--- src/rtl/axi_arb_pkg.sv ---
// rtl/axi_arb_pkg.sv - shared types for the AXI read-channel arbiter
package axi_arb_pkg;

   typedef enum logic [1:0] {IDLE, START, BURST, GAP} arb_state_t;
   typedef enum logic {OWN_INSTR, OWN_DATA} arb_owner_t;

endpackage

--- src/rtl/axi_read_arbiter.sv ---
// rtl/axi_read_arbiter.sv - grants the AXI read master to the I- or D-cache refill FSM
// ARB_ROUND_ROBIN_EN: alternate ties between requesters; undefined gives data fixed priority
module axi_read_arbiter
   import axi_arb_pkg::*;
#(
   parameter int  BLOCK_BEATS = 16,
   localparam int CNT_W       = $clog2(BLOCK_BEATS) + 1
) (
   input  logic             clk,
   input  logic             arstn,
   input  logic             i_req_instr,
   input  logic             i_req_data,
   input  logic             i_r_valid,
   input  logic             i_r_last,
   output logic             o_gnt_instr,
   output logic             o_gnt_data,
   output logic             o_start_read,
   output logic             o_addr_sel,
   output logic             o_done_instr,
   output logic             o_done_data,
   output logic [CNT_W-1:0] o_beat_cnt,
   output logic             o_len_err
);

   localparam logic [CNT_W-1:0] FULL_CNT = CNT_W'(BLOCK_BEATS);
   localparam logic [CNT_W-1:0] LAST_CNT = CNT_W'(BLOCK_BEATS - 1);

   arb_state_t       state_q, state_d;
   arb_owner_t       owner_q, owner_d, winner;
   logic             addr_sel_q, addr_sel_d;
   logic             len_err_q, len_err_d;
   logic [CNT_W-1:0] beat_cnt_q, beat_cnt_d;
   logic             owner_gnt, done_beat;

`ifdef ARB_ROUND_ROBIN_EN
   arb_owner_t rr_q, rr_d;

   always_comb begin
      if (i_req_instr && i_req_data) winner = (rr_q == OWN_DATA) ? OWN_INSTR : OWN_DATA;
      else if (i_req_data)           winner = OWN_DATA;
      else                           winner = OWN_INSTR;
   end

   always_ff @(posedge clk or negedge arstn) begin
      if (!arstn) rr_q <= OWN_DATA;
      else        rr_q <= rr_d;
   end
`else
   // A data miss stalls the core longer, so data always wins a tie.
   always_comb winner = i_req_data ? OWN_DATA : OWN_INSTR;
`endif

   always_comb begin
      state_d      = state_q;
      owner_d      = owner_q;
      addr_sel_d   = addr_sel_q;
      beat_cnt_d   = beat_cnt_q;
      len_err_d    = len_err_q;
      owner_gnt    = 1'b0;
      done_beat    = 1'b0;
      o_start_read = 1'b0;
`ifdef ARB_ROUND_ROBIN_EN
      rr_d         = rr_q;
`endif
      case (state_q)
         IDLE: begin
            if (i_req_instr || i_req_data) begin
               owner_d    = winner;
               addr_sel_d = (winner == OWN_DATA);
               state_d    = START;
            end
         end
         START: begin
            o_start_read = 1'b1;
            owner_gnt    = 1'b1;
            beat_cnt_d   = '0;
`ifdef ARB_ROUND_ROBIN_EN
            rr_d         = owner_q;
`endif
            state_d      = BURST;
         end
         BURST: begin
            owner_gnt = 1'b1;
            if (i_r_valid && beat_cnt_q != FULL_CNT) beat_cnt_d = beat_cnt_q + CNT_W'(1);
            if (i_r_valid && i_r_last) begin
               done_beat = 1'b1;
               // The counter has not yet absorbed this beat, so a full burst ends at LAST_CNT.
               if (beat_cnt_q != LAST_CNT) len_err_d = 1'b1;
               state_d = GAP;
            end
         end
         GAP:     state_d = IDLE;
         default: state_d = IDLE;
      endcase
   end

   always_ff @(posedge clk or negedge arstn) begin
      if (!arstn) begin
         state_q    <= IDLE;
         owner_q    <= OWN_INSTR;
         addr_sel_q <= 1'b0;
         beat_cnt_q <= '0;
         len_err_q  <= 1'b0;
      end else begin
         state_q    <= state_d;
         owner_q    <= owner_d;
         addr_sel_q <= addr_sel_d;
         beat_cnt_q <= beat_cnt_d;
         len_err_q  <= len_err_d;
      end
   end

   assign o_gnt_instr  = owner_gnt && (owner_q == OWN_INSTR);
   assign o_gnt_data   = owner_gnt && (owner_q == OWN_DATA);
   assign o_done_instr = done_beat && (owner_q == OWN_INSTR);
   assign o_done_data  = done_beat && (owner_q == OWN_DATA);
   assign o_addr_sel   = addr_sel_q;
   assign o_beat_cnt   = beat_cnt_q;
   assign o_len_err    = len_err_q;

endmodule
--- config.mk ---
export PLATFORM = sky130hd
export DESIGN_NAME = axi_read_arbiter
export DESIGN_NICKNAME = d
export VERILOG_FILES = /design/src/rtl/axi_arb_pkg.sv /design/src/rtl/axi_read_arbiter.sv
export SDC_FILE = /design/constraint.sdc
export NUM_CORES = 1
export LEC_CHECK = 0
export CORE_AREA = 2 2 39 41
export CTS_BUF_LIST = sky130_fd_sc_hd__clkbuf_16
export DETAILED_ROUTE_END_ITERATION = 10
export DIE_AREA = 0 0 41 43
export PLACE_DENSITY = 0.74
export SLEW_MARGIN = 20
export SYNTH_ARGS = -nofsm -noshare
export SYNTH_HDL_FRONTEND = slang
export SYNTH_SLANG_ARGS = --single-unit
--- constraint.sdc ---
create_clock -name clk -period 3.5 [get_ports clk]
set_input_delay 0.7 -clock clk [delete_from_list [all_inputs] [get_ports clk]]
set_output_delay 0.7 -clock clk [all_outputs]
set_load 0.03 [all_outputs]
==> flow_summary.json, run 1 <==
{
  "multiInputGateArea_um2": 304.0,
  "numCtsBuffers": 3,
  "critical_path_class": "input port to output pin",
  "rsz0062_at_grt": "no",
  "cts_tree": "yes",
  "grt_max_degree": 10,
  "clockBufferDepth": 2,
  "port_buffers": 17,
  "seq_area_frac_synth_pct": 40.00,
  "antenna_cells": 0,
  "post_cts_buffers": 0,
  "drt-pass1-iter-count": 4,
  "place_area_um2": 753.2,
  "clkTransAtPathRegs_ns": 0.04,
  "tightest_slew_ns": 0.4005,
  "power.total_mw": 0.8370,
  "hold_start": "o_len_err",
  "dieArea_um2": 1763,
  "drt-initial-drc-count": 10,
  "path_cells": "clkdlybuf4s50_1, nand3_1, nor2_1, clkdlybuf4s50_1",
  "p_leak_nw": 0.3770,
  "crit_top_cell": "clkdlybuf4s50_1",
  "endpoint_kind": "output pin",
  "syn-num-nets": 66,
  "skew_ns": 0.0004496,
  "cts-root-buf": "clkbuf_16",
  "grt_pass1_wl_mm": 1.690,
  "holdBufCountCts": 0,
  "max_slew_margin_pct": 73.21,
  "finalSetupViolCount": 0,
  "gp_congestion": 0.7589,
  "final_cell_mix": "clkdlybuf4s50_1, inv_1, dfrtp_1",
  "r2r_slack_ns": 1.92,
  "hp-class": "flop to flop",
  "coreArea_um2": 1384,
  "yosysTopAreaCell": "dfrtp_1",
  "final_antenna_net_count": 0,
  "drive_gt1_share_pct": 9.333,
  "cp_data_arrival_time_ns": 2.16,
  "slowest_delay_ns": 0.67,
  "synth_warnings": 0,
  "start_util_pct": 40.69,
  "seqCellArea_um2": 225.2,
  "insertion_delay_ns": 0.23,
  "grt_use_total_pct": 14.91,
  "met2_wirelength_um": 498,
  "fin_crit_sh_pct": 81.85,
  "maxSlewViolCount": 0,
  "antenna_found_initial": 0,
  "ys_top_cells_by_area": "dfrtp_1, ha_1, inv_1, mux2i_1, a31oi_4",
  "ir_drop_mv": 0.4197,
  "fillers": 123,
  "final_common_cell": "clkdlybuf4s50_1",
  "fin_crit_ns": 2.865,
  "numClockSinks": 9,
  "start_kind": "input port",
  "r2r_cells": 4,
  "highest_layer": "met4",
  "htreeDepth": 1,
  "avgSynthCellArea_um2": 10.43,
  "rr_endpoint": "state_q[1]",
  "hold_viol_final": 0,
  "drc": 0,
  "nNetsFinal": 88,
  "syn_to_final_growth_pct": 47.78,
  "vias": 432,
  "drt_wl_total_mm": 1.098,
  "required_ns": 2.80,
  "hpwl_um": 848.6,
  "rows": 14,
  "yosysTopAreaCellShare_pct": 40.00,
  "holdPathStages": 1,
  "die_w_um": 41,
  "crit_slowest_cell": "clkdlybuf4s50_1",
  "syn_area_um2": 563.0,
  "grt_overflow": 0,
  "ys_ff_latch": 9,
  "status": "finished clean",
  "grt_pass1_vias": 399,
  "met1_length_um": 543,
  "dieHeight_um": 43,
  "timing.rr.start": "state_q[0]",
  "wl_met3_um": 34,
  "tns_ns": 0,
  "ios": 18,
  "drv_cap": 0,
  "max_freq_mhz": 349.1,
  "post-route-cell-area_um2": 832.0,
  "holdPathEnd": "o_len_err",
  "via_per_inst": 4.747,
  "synth_cell_type_count": 20,
  "ctsResizeCount": 0,
  "cp_max_fo": 4,
  "wl_per_cell_um": 12.07,
  "powerDensity_nw_per_um2": 1006,
  "synth_cells": 54
}
[flip-flops by register name, indices dropped and copies added, names as in the netlist]
register / count
o_addr_sel: 1
o_len_err: 1
o_beat_cnt: 5
state_q: 2
[worst max-delay path, delay by kind of cell]
family	cells	cell delay [ns]
buffers and inverters	2	1.24
AND/OR/NAND/NOR	2	0.23
[routing by layer]
metal	GRT usage (%)	up-vias
li1	-	226
met1	16.94	194
met2	22.50	10
met3	4.712	2
met4	10.00	0
met5	0	-
[layout make-up]
class                   instances  share of cell area, %
multi-input cells              36                  36.54
flip-flops and latches          9                  27.07
repair buffers                 17                  20.45
clock buffers                   3                  9.023
inverters                       9                  4.060
well taps                      16                  2.406
clock inverters                 1                 0.4511
[worst max-delay path by stage]
stage	slack [ns]	from	end
6_report	0.64	i_r_valid	o_done_data
3_3_place_gp	0.65	i_r_valid	o_done_instr
5_1_grt	0.53	i_r_valid	o_done_data
2_1_floorplan	1.51	state_q[0]	o_done_data
3_5_place_dp	0.63	i_r_valid	o_done_data
4_1_cts	0.63	i_r_valid	o_done_data
[power breakdown]
part / total [mW] / switching, mW / internal [mW] / leakage, nW
clock: 0.196 / 0.0466 / 0.149 / 0.0423
combinational: 0.452 / 0.249 / 0.203 / 0.224
sequential: 0.189 / 0.0449 / 0.144 / 0.111
total: 0.837 / 0.341 / 0.496 / 0.377
[synthesized netlist by cell type (all sizes together)]
cell and instances:
a22o 2, a22oi 1, a31oi 1, a32o 2
a41o 1, and2 1, and3 1, dfrtp 9
ha 6, inv 9, mux2 1, mux2i 3
nand2 6, nand2b 1, nand3 2, nor2 4
nor2b 2, o22a 1, xnor2 1
[per-stage QoR]
stage	util, %	worst slack [ns]	instances	hold slack (ns)
floorplan	-	1.515	54	0.4044
finish	60.13	0.6352	91	0.4607
detailed placement	54.43	0.6309	87	0.4594
CTS	60.13	0.6328	91	0.4678
global placement	54.43	0.6510	87	0.4518
global route	60.13	0.5317	91	0.4878
[logic make-up after synthesis]
logic type	synth area share, %
multiplexers	7.333
AND/OR/NAND/NOR	16.67
AO/OA/AOI/OAI	15.11
flip-flops	40.00
XOR/XNOR	1.556
buffers and inverters	6.000
adder cells (fa/ha/maj)	13.33
Note: power is estimated with default switching activity, not from simulation.
==> inputs of run 2 (changes only) <==
--- a/config.mk
+++ b/config.mk
@@ -5,11 +5,11 @@
 export SDC_FILE = /design/constraint.sdc
 export NUM_CORES = 1
 export LEC_CHECK = 0
-export CORE_AREA = 2 2 39 41
+export CORE_AREA = 2 2 40 42
 export CTS_BUF_LIST = sky130_fd_sc_hd__clkbuf_16
 export DETAILED_ROUTE_END_ITERATION = 10
-export DIE_AREA = 0 0 41 43
-export PLACE_DENSITY = 0.74
+export DIE_AREA = 0 0 42 44
+export PLACE_DENSITY = 0.71
 export SLEW_MARGIN = 20
 export SYNTH_ARGS = -nofsm -noshare
 export SYNTH_HDL_FRONTEND = slang
==> constraint.sdc (replaced) <==
create_clock -name clk -period 2.7 [get_ports clk]
set_input_delay 0.54 -clock clk [delete_from_list [all_inputs] [get_ports clk]]
set_output_delay 0.54 -clock clk [all_outputs]
set_load 0.03 [all_outputs]
==> run 2 against run 1 <==
Sequential share of layout area is 0.48 points lower. Die area is 4.8% higher. Worst hold slack better by 0.0012 ns. Routed wire length is 11% higher. Register-to-register slack worse by 0.75 ns. Clock power is 32% higher.
==> flow_summary.json, run 2 (synthesized netlist as in run 1, its figures left out) <==
{
  "cp_max_fo": 3,
  "grt_overflow": 0,
  "numCtsBuffers": 3,
  "drc": 0,
  "final_cell_mix": "clkdlybuf4s50_1, inv_1, dfrtp_1",
  "final_antenna_net_count": 0,
  "cts-root-buf": "clkbuf_16",
  "hpwl_um": 903.5,
  "htreeDepth": 1,
  "ir_drop_mv": 0.7100,
  "grt_use_total_pct": 14.99,
  "hold_start": "o_len_err",
  "crit_top_cell": "clkdlybuf4s50_1",
  "rr_endpoint": "state_q[1]",
  "gp_congestion": 0.7424,
  "wl_per_cell_um": 13.10,
  "crit_slowest_cell": "clkdlybuf4s50_1",
  "dieArea_um2": 1848,
  "status": "finished clean",
  "grt_pass1_vias": 473,
  "drv_cap": 0,
  "worst-path-buf-inv": 2,
  "grt_pass1_wl_mm": 2.035,
  "syn_to_final_growth_pct": 50.44,
  "numClockSinks": 9,
  "cp_data_arrival_time_ns": 1.95,
  "hold_viol_final": 0,
  "antenna_cells": 0,
  "fin_crit_ns": 2.495,
  "drt-pass1-iter-count": 4,
  "holdPathStages": 1,
  "clockBufferDepth": 2,
  "dpl.cell_count": 89,
  "ios": 18,
  "vias": 451,
  "rsz0062_at_grt": "no",
  "hp-class": "flop to flop",
  "fin_crit_sh_pct": 92.41,
  "holdBufCountCts": 0,
  "slowest_delay_ns": 0.69,
  "antenna_found_initial": 0,
  "path_cells": "clkdlybuf4s50_1, nand3_1, nor2_1, clkdlybuf4s50_1",
  "start_util_pct": 39.68,
  "post-route-util_pct": 59.70,
  "critical_path_class": "input port to output pin",
  "tightest_slew_ns": 0.4554,
  "drt_wl_total_mm": 1.218,
  "r2r_cells": 5,
  "r2r_slack_ns": 1.17,
  "skew_ns": 0.002535,
  "tns_ns": 0,
  "die_w_um": 42,
  "via_per_inst": 4.849,
  "powerDensity_nw_per_um2": 1295,
  "rows": 14,
  "endpoint_kind": "output pin",
  "timing.rr.start": "state_q[0]",
  "nNetsFinal": 90,
  "cp_top_family": "buffers and inverters",
  "drive_gt1_share_pct": 11.69,
  "insertion_delay_ns": 0.23,
  "required_ns": 2.16,
  "dieHeight_um": 44,
  "final_common_cell": "clkdlybuf4s50_1",
  "start_kind": "input port",
  "max_slew_margin_pct": 69.54,
  "cts_tree": "yes",
  "port_buffers": 17,
  "post_cts_buffers": 0,
  "clkTransAtPathRegs_ns": 0.04,
  "largest_register_ffs": 5,
  "drt-initial-drc-count": 10,
  "holdPathEnd": "o_len_err",
  "maxSlewViolCount": 0,
  "p_leak_nw": 0.3868,
  "max_freq_mhz": 400.8,
  "grt_max_degree": 10,
  "coreArea_um2": 1419,
  "ctsResizeCount": 0,
  "final-instance-count-excl-fill": 93,
  "finalSetupViolCount": 0
}
==> run 2: how the worst max path moves through the flow <==
stage	from	endpoint	cells past startpoint
after floorplan	state_q[0]	o_done_data	4
after global placement	i_r_last	o_done_data	4
after detailed placement	i_r_last	o_done_data	4
after CTS	i_r_last	o_done_data	4
after global routing	i_r_last	o_done_data	4
final	i_r_last	o_done_data	4
==> run 2: worst reg2reg max path, stage by stage, from the launching register on <==
cell and delay, ns:
dfrtp_1 0.36, inv_1 0.07, ha_1 0.22, buf_4 0.17, a22oi_1 0.24, mux2_2 0.36
==> run 2: layout make-up <==
type                       count  area (um^2)
timing repair buffer          19        185.2
fill                         118        571.8
multi-input combinational     36        304.0
inverter                       9        33.78
tap                           16        20.02
sequential                     9        225.2
clock buffer                   3        75.07
clock inverter                 1        3.754
==> run 2: stage by stage <==
stage                     setup WS, ns  instance area [um^2]  power (mW)  hold WS (ns)
after detailed placement        0.1920                 768.2      0.8421        0.4567
after global placement          0.2650                 768.2      0.8288        0.4580
after floorplan                 0.8747                 563.0      0.6334        0.2444
after global routing            0.1316                 847.1       1.160        0.5017
final                           0.2051                 847.1       1.097        0.4620
after CTS                       0.1878                 847.1       1.108        0.4727
==> run 2: per-layer routing <==
metal | routed length, um | GRT usage, % | vias up
met1 | 580 | 17.65 | 214
met2 | 619 | 25.31 | 2
met4 | 0 | 5.806 | 0
li1 | - | - | 235
met5 | 0 | 0 | -
met3 | 17 | 5.000 | 0
==> run 2: power by group <==
| part | switching [mW] | internal (mW) |
|---|---|---|
| Combinational | 0.321 | 0.272 |
| Clock | 0.0647 | 0.194 |
| Sequential | 0.0589 | 0.187 |
